## config.mk

```make
export PLATFORM = sky130hd
export DESIGN_NAME = multn_seq_flat
export DESIGN_NICKNAME = d
export VERILOG_FILES = /design/src/rtl/multn_seq_if.sv /design/src/rtl/multn_seq.sv /design/src/flat_wrapper.sv
export SDC_FILE = /design/constraint.sdc
export NUM_CORES = 1
export LEC_CHECK = 0
export CORE_ASPECT_RATIO = 1.25
export CORE_UTILIZATION = 30
export CTS_BUF_LIST = sky130_fd_sc_hd__clkbuf_16
export CTS_CLUSTER_DIAMETER = 150
export DETAILED_ROUTE_END_ITERATION = 16
export GPL_TIMING_DRIVEN = 0
export PLACE_DENSITY = 0.61
export SKIP_CTS_REPAIR_TIMING = 1
export SLEW_MARGIN = 30
export SYNTH_ARGS = -nofsm -noshare
export SYNTH_HDL_FRONTEND = slang
export SYNTH_SLANG_ARGS = --single-unit
```

## constraint.sdc

```tcl
create_clock -name ck -period 1.7 [get_ports ck]
set_input_delay 0.255 -clock ck [delete_from_list [all_inputs] [get_ports ck]]
set_output_delay 0.255 -clock ck [all_outputs]
set_load 0.03 [all_outputs]
```

## src/rtl/multn_seq_if.sv

```systemverilog
// Request/response bundle for the sequential multiplier.
// The requester drives start/tc/a/b; the multiplier returns busy/done/p.
interface multn_seq_if #(
    parameter int WIDTH = 4
);
    logic               start;
    logic               tc;
    logic [WIDTH-1:0]   a;
    logic [WIDTH-1:0]   b;
    logic               busy;
    logic               done;
    logic [2*WIDTH-1:0] p;

    modport master (output start, tc, a, b, input busy, done, p);
    modport slave  (input start, tc, a, b, output busy, done, p);
endinterface

```

## src/rtl/multn_seq.sv

```systemverilog
// Sequential shift-add multiplier, WIDTH-bit operands, 2*WIDTH-bit product.
// Signed mode multiplies magnitudes and applies the sign once in FIN.
// Optional macro MULTN_EARLY_EN: leave CALC as soon as the remaining
// multiplier bits are all zero (no zero-detect logic without it).
module multn_seq #(
    parameter int WIDTH = 4
) (
    input  logic        ck,
    input  logic        res,
    multn_seq_if.slave  bus
);
    typedef enum logic [1:0] {IDLE, CALC, FIN} state_t;

    state_t             state;
    logic [2*WIDTH-1:0] acc;
    logic [2*WIDTH-1:0] mcand;
    logic [WIDTH-1:0]   mult;
    logic               neg;
    logic [WIDTH-1:0]   mag_a;
    logic [WIDTH-1:0]   mag_b;
    logic [2*WIDTH-1:0] result;
    logic               busy_q;
    logic               done_q;
    logic [2*WIDTH-1:0] p_q;
`ifndef MULTN_EARLY_EN
    localparam int CW = (WIDTH > 2) ? $clog2(WIDTH) : 1;
    logic [CW-1:0]      cnt;
`endif

    assign bus.busy = busy_q;
    assign bus.done = done_q;
    assign bus.p    = p_q;

    // Operand magnitudes; the most negative value maps to 2^(WIDTH-1),
    // which still fits as an unsigned WIDTH-bit number.
    always_comb begin
        mag_a = bus.a;
        mag_b = bus.b;
        if (bus.tc && bus.a[WIDTH-1]) mag_a = ~bus.a + WIDTH'(1);
        if (bus.tc && bus.b[WIDTH-1]) mag_b = ~bus.b + WIDTH'(1);
    end

    // Sign fix-up of the accumulated magnitude; negating zero yields zero.
    always_comb begin
        result = neg ? (~acc + (2*WIDTH)'(1)) : acc;
    end

    // Control FSM plus datapath; outputs are registered.
    always_ff @(posedge ck or posedge res) begin
        if (res) begin
            state  <= IDLE;
            busy_q <= 1'b0;
            done_q <= 1'b0;
            p_q    <= '0;
            acc    <= '0;
            mcand  <= '0;
            mult   <= '0;
            neg    <= 1'b0;
`ifndef MULTN_EARLY_EN
            cnt    <= '0;
`endif
        end else begin
            done_q <= 1'b0;
            case (state)
                IDLE: begin
                    busy_q <= 1'b0;
                    if (bus.start) begin
                        state  <= CALC;
                        busy_q <= 1'b1;
                        acc    <= '0;
                        mcand  <= {{WIDTH{1'b0}}, mag_a};
                        mult   <= mag_b;
                        neg    <= bus.tc & (bus.a[WIDTH-1] ^ bus.b[WIDTH-1]);
`ifndef MULTN_EARLY_EN
                        cnt    <= '0;
`endif
                    end
                end
                CALC: begin
`ifdef MULTN_EARLY_EN
                    // Remaining partial products are zero: result already final.
                    if (mult == '0) begin
                        state <= FIN;
                    end else begin
                        if (mult[0]) acc <= acc + mcand;
                        mcand <= mcand << 1;
                        mult  <= mult >> 1;
                    end
`else
                    if (mult[0]) acc <= acc + mcand;
                    mcand <= mcand << 1;
                    mult  <= mult >> 1;
                    if (cnt == CW'(WIDTH-1)) state <= FIN;
                    else                     cnt   <= cnt + CW'(1);
`endif
                end
                FIN: begin
                    p_q    <= result;
                    done_q <= 1'b1;
                    state  <= IDLE;
                end
                default: state <= IDLE;
            endcase
        end
    end
endmodule

```

## src/flat_wrapper.sv

```systemverilog
// flat-port wrapper written by rule: the top's interface ports become plain ports
module multn_seq_flat 
#(
    parameter int WIDTH = 4
)
  (ck, res, bus_start, bus_tc, bus_a, bus_b, bus_busy, bus_done, bus_p);
  multn_seq_if #(.WIDTH(WIDTH)) bus_i ();
  input  logic ck;
  input  logic res;
  input wire logic [$bits(bus_i.start)-1:0] bus_start;
  input wire logic [$bits(bus_i.tc)-1:0] bus_tc;
  input wire logic [$bits(bus_i.a)-1:0] bus_a;
  input wire logic [$bits(bus_i.b)-1:0] bus_b;
  output wire logic [$bits(bus_i.busy)-1:0] bus_busy;
  output wire logic [$bits(bus_i.done)-1:0] bus_done;
  output wire logic [$bits(bus_i.p)-1:0] bus_p;
  assign bus_i.start = bus_start;
  assign bus_i.tc = bus_tc;
  assign bus_i.a = bus_a;
  assign bus_i.b = bus_b;
  assign bus_busy = bus_i.busy;
  assign bus_done = bus_i.done;
  assign bus_p = bus_i.p;
  multn_seq #(.WIDTH(WIDTH)) u_core (.ck(ck), .res(res), .bus(bus_i));
endmodule
```

# After elaboration in Yosys (flattened, before gate mapping)
# Index checks and enable logic that the tools add are counted.
# totals
ff_bits	35
in_bits	12
out_inout_bits	10
# op_classes
n_addsub	5
eq_ne	7
n_mux	18
n_bitwise	5
n_reduce_logical	9
# op_table
op	n
$mux W8	4
$pmux W8 S2	2
$mux W4	3
$add A4 B1 Y4 const B	2
$add A8 B1 Y8 const B	1
$add A8 B8 Y8	1
$mux W2	4
$not A4 Y4	2
$not A8 Y8	1
$pmux W2 S2	2
$pmux W4 S2	1
$reduce_and A2 Y1	3
$reduce_and A3 Y1	2
$eq A2 B2 Y1 const B	2
$ne A2 B1 Y1 const B	2
$ne A2 B2 Y1 const B	2
$add A2 B1 Y2 const B	1
$eq A2 B1 Y1 const B	1
$logic_and A1 B1 Y1	2
$logic_not A2 Y1	1
$mux W1	2
$reduce_bool A2 Y1	1
$and A1 B1 Y1	1
$xor A1 B1 Y1	1

# Longest topological paths before layout
# Gate-level depths: netlist of run 1.
# depth
depth_word	5
depth_mapped	8
depth_no_buf	7

# Worst setup path after synthesis of run 1
# Ideal clock, no wire load.
# synth_path
path_kind	reg-to-reg
from	reg u_core.mcand[0]
to	reg u_core.acc[6]
arrival_ns	1.685
t_required_ns	1.568
slack_ns	-0.117
path_stages_with_launch	8
path_buffers	0
period_less_slack_ns	1.817
cell_sequence	dfrtp_1 -> ha_1 -> fa_1 -> a21o_1 -> a21oi_1 -> o21bai_1 -> nand4b_1 -> o211ai_1
# synth_between
elab_chain_cells	3
# synth_lines
item	line_no	text
from (decl)	multn_seq.sv:16	logic [2*WIDTH-1:0] mcand;
from (signal assigned)	multn_seq.sv:71	mcand <= {{WIDTH{1'b0}}, mag_a};
from (signal assigned)	multn_seq.sv:91	mcand <= mcand << 1;
$add A8 B8 Y8	multn_seq.sv:90	if (mult[0]) acc <= acc + mcand;
$mux W8	multn_seq.sv:90	
$pmux W8 S2	multn_seq.sv:64	case (state)
to (signal assigned)	multn_seq.sv:90	
to (decl)	multn_seq.sv:15	logic [2*WIDTH-1:0] acc;
# No other way between the ends. The select of a mux whose other input is x is not followed.
# A chain may end at the register's enable or synchronous reset.

# Final worst setup path of run 1
# layout_path
from	reg u_core.mcand[1]
to	reg u_core.acc[7]
# Same word-level chain as after synthesis.

==> results.py, run 1 <==
metrics = {
    "status": {
        "run_status": "finished, violations left",
        "violated_checks": "negative setup slack",
    },
    "floorplan": {
        "floorplan.rows": 32,
        "die_w_um": 74.8,
        "num_io_pins": 22,
        "die-area_sq_mm": 0.00695,
        "placeableCoreArea_sq_mm": 0.00629,
        "die-height_um": 93.0,
        "initial_utilization_pct": 31.6,
    },
    "timing": {
        "crit_path_setup_slack_layout_ps": -156,
        "finalMaxSlewViolations": 0,
        "worst_slack_on_hold_paths_ps": 423,
        "final.setup_skew_ps": 3.16,
        "rsz0062_at_grt": "true",
        "hold_viol_final": 0,
        "maxClockFrequency_mhz": 539,
        "worst_slew_margin_rel_pct": 50.4,
        "setup_violations": 3,
        "min_period_ps": 1860,
        "final.period_utilization_pct": 109,
        "worst_pin_slew_ps": 739,
    },
    "logic_synthesis": {
        "synth-main-ff-cell": "sky130_fd_sc_hd__dfrtp_1",
        "postSynth.asyncResetShare_pct": 100,
        "count_of_flip_flops_with_a_built_in_enable_after_synthesis": 0,
        "synth.yosys.warnings": 0,
        "ys_seq_area_share_pct": 44.1,
        "synth_cell_type_count": 42,
        "ys_seq_elements": 35,
        "syn-instance-count": 210,
        "synthesis.nets": 234,
        "netlist_area_sq_mm": 0.00199,
        "average_cell_area_after_synthesis_sq_um": 9.46,
    },
    "global_route": {
        "grt_max_degree": 36,
        "grt_pass1_vias": 1491,
        "grt_pass1_wl_mm": 6.93,
        "antenna_found_initial": 0,
        "globalRoute.totalOverflow": 0,
        "groute.usage.overall_pct": 13.1,
    },
    "detailed_routing": {
        "vias": 1641,
        "drcViolationCount": 0,
        "wl_per_cell_um": 12.9,
        "final_antenna_net_count": 0,
        "first_pass_iters": 4,
        "detail_route.vias_per_cell": 4.97,
        "dr.first_iter.drc_count": 77,
        "finalWirelength_mm": 4.24,
    },
    "placed_design": {
        "dpl.hpwl_mm": 3.03,
        "routabilityCongestion": 0.766,
        "port-buffer-count": 20,
    },
    "flow_run": {
        "maxCapViolCount": 0,
    },
    "clock_network": {
        "clock_sinks": 35,
        "root_buffer": "sky130_fd_sc_hd__clkbuf_16",
        "tritoncts_clock_tree": "done",
        "ctsHtreeMaxLevel": 2,
        "tritoncts.num_buffers": 5,
        "worst_setup_hold_path_clk_slew_ps": 50,
        "clock_latency_ps": 280,
        "clk_path_buf_depth": 2,
    },
    "setup_path": {
        "ff2ff_setup_slack_ps": -160,
        "worstRegToRegCells": 6,
        "timing.rr.start": "u_core.mcand[1]",
        "worstPathMaxFanout": 2,
        "worst_r2r_endpoint": "u_core.acc[7]",
        "critPathKind": "flip-flop to flip-flop",
        "path_buf_inv": 0,
        "worst_setup_path_startpoint": "u_core.mcand[1]",
        "cpMaxStageDelayCell": "sky130_fd_sc_hd__dfrtp_1",
        "critical_path.cell_chain": "ha_4 -> a211oi_4 -> nor3_2 -> o311a_1 -> nor3_2 -> mux2i_1",
        "cp-start-kind": "flip-flop",
        "cp_top_delay_family": "compound AO/OA/AOI/OAI gates",
        "timing.critical_path.to": "u_core.acc[7]",
        "worstPathRequired_ps": 1900,
        "worst-path-stages": 6,
        "critPathCaptureType": "flip-flop",
        "worst-endpoint-arrival_ps": 2060,
        "cp_common_cell": "sky130_fd_sc_hd__nor3_2",
        "timing.critical_path.slowest_cell_delay_ps": 410,
    },
    "finish": {
        "antennaDiodeCount": 0,
        "flow.area_growth_from_synthesis_pct": 29.6,
        "nFillCells": 644,
        "post_route_cells_drive_above_1_share_pct": 16.7,
        "final_nets": 269,
    },
    "pwr": {
        "cellPowerDensity_mw_per_mm2": 1880,
        "power.total_mw": 4.85,
        "total_leakage_power_nw": 1.15,
        "ir_worst_vdd_mv": 0.678,
    },
    "hold_path": {
        "timing.hold.worst.class": "input pin to asynchronous set/reset pin",
    },
}
-- through the flow --
stage	instance area, sq um	utilization (%)	worst slack (ps)	cells	setup TNS [ps]
floorplan	1990	-	-65.0	210	-105
global route	2570	41.0	-213	330	-433
global placement	2300	36.6	-235	315	-6520
CTS	2430	38.7	-273	322	-577
finish	2570	41.0	-156	330	-213
detailed placement	2300	36.6	-259	315	-616
-- cells in the mapped netlist, drive strengths merged (2+ instances only) --
| cell | instances | area [sq um] |
|---|---|---|
| a211oi | 2 | 20.0 |
| a21o | 2 | 15.0 |
| a21oi | 11 | 55.1 |
| a22o | 6 | 52.6 |
| a31oi | 2 | 12.5 |
| and2 | 3 | 21.3 |
| buf | 4 | 38.8 |
| clkbuf | 3 | 11.3 |
| dfrtp | 35 | 876 |
| ha | 11 | 138 |
| inv | 12 | 45.0 |
| mux2i | 3 | 30.0 |
| nand2 | 31 | 119 |
| nand2b | 3 | 18.8 |
| nand3 | 7 | 35.0 |
| nor2 | 10 | 40.0 |
| nor2b | 4 | 32.5 |
| nor3 | 3 | 20.0 |
| o21ai | 23 | 115 |
| o21bai | 2 | 15.0 |
| o22ai | 6 | 37.5 |
| o31ai | 4 | 30.0 |
| or3 | 2 | 12.5 |
| xnor2 | 3 | 26.3 |
| xor2 | 9 | 78.8 |
-- flip-flops by register name, summed over array words and instances (netlist names) --
register         cells
u_core.cnt           2
u_core.state         2
u_core.mcand         8
u_core.acc           8
u_core.bus.busy      1
u_core.mult          4
u_core.bus.done      1
u_core.bus.p         8
u_core.neg           1
-- cells by family (layout without fill, tap and decap cells) --
kind of cell / Yosys count / after routing / share of synthesized area, %
AO/OA/AOI/OAI: 62 / 62 / 19.5
XOR/XNOR: 12 / 12 / 5.29
adder cells (fa/ha/maj): 12 / 12 / 7.93
buffers and inverters: 19 / 54 / 4.79
flip-flops: 35 / 35 / 44.1
multiplexers: 3 / 3 / 1.51
AND/OR/NAND/NOR: 67 / 67 / 16.9
-- per-layer routing --
layer / global-route usage [%] / share of wire [%]
met1: 15.1 / 42
met2: 23.0 / 53
met3: 3.23 / 3.2
met4: 4.72 / 1.5
met5: 0 / 0
-- where the power goes --
group          internal [mW]  total, mW  switching [mW]
registers               1.19       1.50           0.304
logic                   1.19       2.51            1.33
clock network          0.525      0.844           0.318
total                   2.90       4.85            1.95
-- placed cells by master, fill, tap and decap left out, types with 4 or more instances in the layout --
cell type,count
sky130_fd_sc_hd__xor2_1,9
sky130_fd_sc_hd__o22ai_1,6
sky130_fd_sc_hd__nand2_1,29
sky130_fd_sc_hd__nor2_1,9
sky130_fd_sc_hd__clkdlybuf4s50_1,20
sky130_fd_sc_hd__clkbuf_16,5
sky130_fd_sc_hd__a21oi_1,9
sky130_fd_sc_hd__a22o_1,6
sky130_fd_sc_hd__o21ai_0,19
sky130_fd_sc_hd__ha_1,7
sky130_fd_sc_hd__nand3_1,7
sky130_fd_sc_hd__dfrtp_1,32
sky130_fd_sc_hd__ha_4,4
sky130_fd_sc_hd__buf_4,8
sky130_fd_sc_hd__inv_1,11
-- final cells by class --
| cell class | instances | area [sq um] | share of cell area [%] |
|---|---|---|---|
| clock buffer | 5 | 125 | 4.86 |
| sequential | 35 | 880 | 34.2 |
| timing repair buffer | 28 | 260 | 10.1 |
| inverter | 12 | 45.0 | 1.75 |
| clock inverter | 2 | 8.76 | 0.340 |
| multi-input combinational | 156 | 1100 | 42.7 |
| tap | 85 | 106 | 4.13 |
| buffer | 7 | 50.0 | 1.94 |
-- how the worst min path moves through the flow --
| stage | from | end | depth (start not counted) |
|---|---|---|---|
| after floorplan | bus_b[3] | u_core.mult[3] | 2 |
| after global placement | u_core.bus.p[1] | u_core.bus.p[1] | 2 |
| after detailed placement | u_core.bus.p[2] | u_core.bus.p[2] | 2 |
| after CTS | res | u_core.bus.p[0] | 2 |
| after global routing | u_core.bus.p[1] | u_core.bus.p[1] | 2 |
| final | res | u_core.bus.p[0] | 2 |
No activity file was read; power rests on OpenSTA's default activity.
==> inputs of run 2 (changes only) <==
--- a/config.mk
+++ b/config.mk
@@ -6,12 +6,12 @@
 export NUM_CORES = 1
 export LEC_CHECK = 0
 export CORE_ASPECT_RATIO = 1.25
-export CORE_UTILIZATION = 30
+export CORE_UTILIZATION = 50
 export CTS_BUF_LIST = sky130_fd_sc_hd__clkbuf_16
 export CTS_CLUSTER_DIAMETER = 150
 export DETAILED_ROUTE_END_ITERATION = 16
 export GPL_TIMING_DRIVEN = 0
-export PLACE_DENSITY = 0.61
+export PLACE_DENSITY = 0.86
 export SKIP_CTS_REPAIR_TIMING = 1
 export SLEW_MARGIN = 30
 export SYNTH_ARGS = -nofsm -noshare
==> run 2 against run 1 <==
Compared with the run above: the run still ends with negative setup slack left; clock skew grew 0.65 ps; maximum frequency shrank 1.8%; largest power group unchanged; global-route usage grew 9.0 points; count of clock-buffer cells in the layout is the same; die area shrank 39%; first-iteration DRC count shrank 45%; sequential power is essentially flat; largest cell class unchanged; total power shrank 0.18%; via count grew 1.0%; setup slack lost 33 ps.
==> results.py, run 2 (synthesis results as in run 1) <==
metrics = {
    "status": {
        "run_status": "finished, violations left",
        "violated_checks": "negative setup slack",
    },
    "detailed_routing": {
        "detail_route.vias_per_cell": 5.53,
        "final_antenna_net_count": 0,
        "first_pass_iters": 4,
        "dr.first_iter.drc_count": 42,
        "finalWirelength_mm": 4.28,
        "drcViolationCount": 0,
        "wl_per_cell_um": 14.3,
        "vias": 1658,
    },
    "global_route": {
        "grt_pass1_vias": 1664,
        "globalRoute.totalOverflow": 0,
        "grt_max_degree": 36,
        "grt_pass1_wl_mm": 6.98,
        "antenna_found_initial": 0,
        "groute.usage.overall_pct": 22.1,
    },
    "setup_path": {
        "worst-endpoint-arrival_ps": 2090,
        "worstPathMaxFanout": 6,
        "critPathKind": "flip-flop to flip-flop",
        "worstPathRequired_ps": 1900,
        "critPathCaptureType": "flip-flop",
        "cp_top_delay_family": "compound AO/OA/AOI/OAI gates",
        "critical_path.cell_chain": "ha_4 -> a211oi_4 -> nor3_2 -> o311a_1 -> nor3_2 -> mux2i_1",
        "cp_common_cell": "sky130_fd_sc_hd__nor3_2",
        "cpMaxStageDelayCell": "sky130_fd_sc_hd__dfrtp_2",
        "path_buf_inv": 0,
        "cp-start-kind": "flip-flop",
        "timing.critical_path.slowest_cell_delay_ps": 450,
    },
    "placed_design": {
        "port-buffer-count": 20,
        "preCtsSetupSlack_ps": -238,
        "dpl.hpwl_mm": 2.87,
        "routabilityCongestion": 0.949,
        "dpl.cell_count": 284,
    },
    "finish": {
        "post_route_cells_drive_above_1_share_pct": 17.1,
        "post_layout_nonfiller_instances": 300,
        "postLayoutCoreUtil_pct": 67.1,
        "most_frequent_standard_cell_in_the_layout_excluding_fill_and_tap_cells": "sky130_fd_sc_hd__dfrtp_1",
        "final_nets": 269,
        "most-common-layout-cells": "sky130_fd_sc_hd__dfrtp_1, sky130_fd_sc_hd__nand2_1, sky130_fd_sc_hd__clkdlybuf4s50_1, sky130_fd_sc_hd__o21ai_0, sky130_fd_sc_hd__inv_1",
        "flow.area_growth_from_synthesis_pct": 27.8,
        "antennaDiodeCount": 0,
    },
    "timing": {
        "min_period_ps": 1890,
        "finalMaxSlewViolations": 0,
        "setup_tns_ps": -272,
        "final.period_utilization_pct": 111,
        "final.setup_skew_ps": 3.80,
        "rsz0062_at_grt": "true",
        "setup_violations": 3,
        "hold_viol_final": 0,
        "worst_pin_slew_ps": 725,
        "maxClockFrequency_mhz": 529,
        "worst_slew_margin_rel_pct": 51.6,
        "crit_path_setup_slack_layout_ps": -189,
    },
    "pwr": {
        "ir_worst_vdd_mv": 0.864,
        "power.total_mw": 4.84,
        "total_leakage_power_nw": 1.16,
        "cellPowerDensity_mw_per_mm2": 1910,
    },
    "floorplan": {
        "placeableCoreArea_sq_mm": 0.00378,
        "initial_utilization_pct": 52.5,
        "num_io_pins": 22,
        "die_w_um": 58.4,
        "die-area_sq_mm": 0.00423,
        "floorplan.rows": 25,
        "die-height_um": 72.5,
    },
    "clock_network": {
        "worst_setup_hold_path_clk_slew_ps": 50,
        "clock_latency_ps": 280,
        "clk_path_buf_depth": 2,
        "root_buffer": "sky130_fd_sc_hd__clkbuf_16",
        "tritoncts.num_buffers": 5,
        "ctsHtreeMaxLevel": 2,
        "clock_sinks": 35,
        "tritoncts_clock_tree": "done",
    },
    "hold_path": {
        "timing.hold.worst.class": "input pin to asynchronous set/reset pin",
    },
    "flow_run": {
        "maxCapViolCount": 0,
    },
}
-- run 2: changes by cell type in the layout (fill, tap and decap cells not counted), sizes merged --
cell	delta
inv	+1
-- run 2: worst paths after layout --
path	end	from	slack, ps	cells after the start
max in group asynchronous	u_core.mcand[1]	res	770	2
setup reg to reg	u_core.acc[7]	u_core.acc[1]	-190	6
hold reg to reg	u_core.bus.p[5]	u_core.bus.p[5]	470	2
hold / removal	u_core.bus.p[1]	res	420	2
min in group ck	u_core.mcand[2]	bus_start	460	3
setup / recovery	u_core.acc[7]	u_core.acc[1]	-190	6
-- run 2: routing by layer --
metal  global-route usage, %  vias to the layer above  share of wire (%)
li1                        -                      809                  -
met1                    22.6                      789                 38
met2                    40.2                       50                 55
met3                    5.53                       10                4.1
met4                    12.7                        0                2.6
met5                       0                        -                  0
-- run 2: cell type report --
cell class	count	area, sq um
plain buffers	7	51.3
clock buffers	5	125
clock inverters	3	11.3
fillers	311	1250
inverters	12	45.0
multi-input cells	156	1100
flip-flops and latches	35	880
well taps	54	67.6
repair buffers	28	260
-- run 2: metrics by stage --
stage | cell area [sq um] | hold slack, ps
after CTS | 2400 | 445
after global placement | 2260 | 461
after floorplan | 1990 | 383
after detailed placement | 2260 | 470
final | 2540 | 423
after global routing | 2540 | 487
-- run 2: where the power goes --
group / internal [mW] / switching, mW
logic: 1.15 / 1.35
clock network: 0.526 / 0.318
registers: 1.19 / 0.309
==> inputs of run 3 (changes only) <==
--- a/config.mk
+++ b/config.mk
@@ -5,8 +5,10 @@
 export SDC_FILE = /design/constraint.sdc
 export NUM_CORES = 1
 export LEC_CHECK = 0
+export CELL_PAD_IN_SITES_DETAIL_PLACEMENT = 0
+export CELL_PAD_IN_SITES_GLOBAL_PLACEMENT = 1
 export CORE_ASPECT_RATIO = 1.25
-export CORE_UTILIZATION = 50
+export CORE_UTILIZATION = 39
 export CTS_BUF_LIST = sky130_fd_sc_hd__clkbuf_16
 export CTS_CLUSTER_DIAMETER = 150
 export DETAILED_ROUTE_END_ITERATION = 16
==> run 3 against run 2 <==
Compared with the run above: the run still ends with negative setup slack left; register-to-register slack better by 40 ps; final area is 0.49% lower; count of clock-buffer cells in the layout is the same; largest power group unchanged; sequential power about the same; non-clock buffer count decreased by 1; maximum frequency is 2.1% higher; worst hold slack better by 4.3 ps; critical path depth is the same; cell count increased by 1.7%; total power shrank 1.9%.
==> results.py, run 3 (synthesis results as in run 1) <==
metrics = {
    "floorplan": {
        "num_io_pins": 22,
        "floorplan.rows": 28,
        "die_w_um": 65.8,
        "placeableCoreArea_sq_mm": 0.00480,
        "die-area_sq_mm": 0.00539,
        "initial_utilization_pct": 41.4,
        "die-height_um": 81.8,
    },
    "timing": {
        "worst_slew_margin_rel_pct": 50.9,
        "hold_viol_final": 0,
        "worst_pin_slew_ps": 735,
        "setup_violations": 2,
        "min_period_ps": 1850,
        "maxClockFrequency_mhz": 541,
        "final.period_utilization_pct": 109,
        "crit_path_setup_slack_layout_ps": -150,
        "finalMaxSlewViolations": 0,
        "rsz0062_at_grt": "true",
        "final.setup_skew_ps": 1.97,
    },
    "pwr": {
        "ir_worst_vdd_mv": 0.740,
        "intPower_mw": 2.84,
        "pwr-share-seq_pct": 31.4,
        "power.share.combinational_pct": 50.9,
        "p_switching_mw": 1.91,
        "power.share.clock_pct": 17.8,
        "power.total_mw": 4.75,
        "total_leakage_power_nw": 1.16,
        "cellPowerDensity_mw_per_mm2": 1880,
        "power.share.switching_pct": 40.2,
    },
    "detailed_routing": {
        "drcViolationCount": 0,
        "final_antenna_net_count": 0,
        "route.met2.wl_mm": 2.18,
        "first_pass_iters": 4,
        "highest_layer": "met4",
        "drt-met1-wl_mm": 1.69,
        "vias": 1590,
        "met3RoutedLength_um": 150,
        "wl_per_cell_um": 13.4,
        "finalWirelength_mm": 4.08,
        "detail_route.vias_per_cell": 5.21,
        "dr.first_iter.drc_count": 81,
    },
    "flow_run": {
        "maxCapViolCount": 0,
    },
    "clock_network": {
        "clock_sinks": 35,
        "worst_setup_hold_path_clk_slew_ps": 50,
        "ctsHtreeMaxLevel": 2,
        "clock_latency_ps": 280,
        "tritoncts_clock_tree": "done",
        "tritoncts.num_buffers": 5,
        "clk_path_buf_depth": 2,
        "root_buffer": "sky130_fd_sc_hd__clkbuf_16",
    },
    "global_route": {
        "globalRoute.totalOverflow": 0,
        "antenna_found_initial": 0,
        "grt_pass1_wl_mm": 6.96,
        "grt_max_degree": 36,
        "grt_pass1_vias": 1566,
        "groute.usage.overall_pct": 17.2,
    },
    "status": {
        "violated_checks": "negative setup slack",
        "run_status": "finished, violations left",
    },
    "placed_design": {
        "port-buffer-count": 20,
        "dpl.cell_count": 290,
        "routabilityCongestion": 0.835,
        "post_dp_cell_area_sq_mm": 0.00227,
        "dpl.hpwl_mm": 2.98,
    },
    "setup_path": {
        "worst-endpoint-arrival_ps": 2050,
        "worstPathRequired_ps": 1900,
        "critPathCaptureType": "flip-flop",
        "critical_path.cell_chain": "ha_4 -> a211oi_4 -> nor3_2 -> o311a_1 -> nor3_2 -> mux2i_1",
        "worstPathMaxFanout": 3,
        "path_buf_inv": 0,
        "cpMaxStageDelayCell": "sky130_fd_sc_hd__dfrtp_2",
        "cp_common_cell": "sky130_fd_sc_hd__nor3_2",
        "timing.critical_path.slowest_cell_delay_ps": 430,
        "cp_top_delay_family": "compound AO/OA/AOI/OAI gates",
        "critPathKind": "flip-flop to flip-flop",
        "cp-start-kind": "flip-flop",
    },
    "finish": {
        "final_nets": 268,
        "nFillCells": 454,
        "flow.area_growth_from_synthesis_pct": 27.1,
        "postLayoutCoreUtil_pct": 52.6,
        "most-common-layout-cells": "sky130_fd_sc_hd__dfrtp_1, sky130_fd_sc_hd__nand2_1, sky130_fd_sc_hd__o21ai_0, sky130_fd_sc_hd__clkdlybuf4s50_1, sky130_fd_sc_hd__inv_1",
        "postLayoutCellArea_sq_mm": 0.00253,
        "antennaDiodeCount": 0,
        "post_route_cells_drive_above_1_share_pct": 15.9,
        "most_frequent_standard_cell_in_the_layout_excluding_fill_and_tap_cells": "sky130_fd_sc_hd__dfrtp_1",
        "post_layout_nonfiller_instances": 305,
    },
    "hold_path": {
        "timing.hold.worst.class": "input pin to asynchronous set/reset pin",
    },
}
==> run 3: routing by layer <==
layer	GRT usage [%]	vias up
met5	0	-
met4	5.43	0
met3	5.69	7
met2	32.2	29
met1	17.8	747
li1	-	807
==> run 3: final cells by class <==
class | instances | area (sq um) | area share [%]
tap | 60 | 75.1 | 2.97
multi-input combinational | 156 | 1080 | 42.9
buffer | 7 | 51.3 | 2.03
sequential | 35 | 880 | 34.8
timing repair buffer | 27 | 253 | 10.0
clock buffer | 5 | 125 | 4.95
clock inverter | 3 | 12.5 | 0.495
inverter | 12 | 45.0 | 1.78
==> run 3: power groups by stage <==
stage	logic [mW]	registers [mW]	clock network, mW
6_report	2.42	1.49	0.843
5_1_grt	2.72	1.54	0.906
4_1_cts	2.24	1.47	0.868
3_5_place_dp	2.23	1.49	0
3_3_place_gp	2.18	1.47	0
2_1_floorplan	1.49	1.62	0
==> run 3: final timing paths <==
check	startpoint	endpoint	slack (ps)	cells past startpoint
setup / recovery	u_core.mcand[1]	u_core.acc[7]	-150	6
hold / removal	res	u_core.bus.p[1]	430	2
max in group asynchronous	res	u_core.mcand[1]	760	2
min in group ck	bus_start	u_core.mcand[2]	460	3
setup reg to reg	u_core.mcand[1]	u_core.acc[7]	-150	6
hold reg to reg	u_core.bus.p[3]	u_core.bus.p[3]	470	2
==> run 3: per-stage QoR <==
step	setup TNS, ps	setup WS, ps	hold slack (ps)
5_1_grt	-513	-211	503
3_5_place_dp	-641	-256	470
4_1_cts	-502	-268	457
2_1_floorplan	-105	-65.0	383
6_report	-178	-150	427
3_3_place_gp	-5980	-237	462
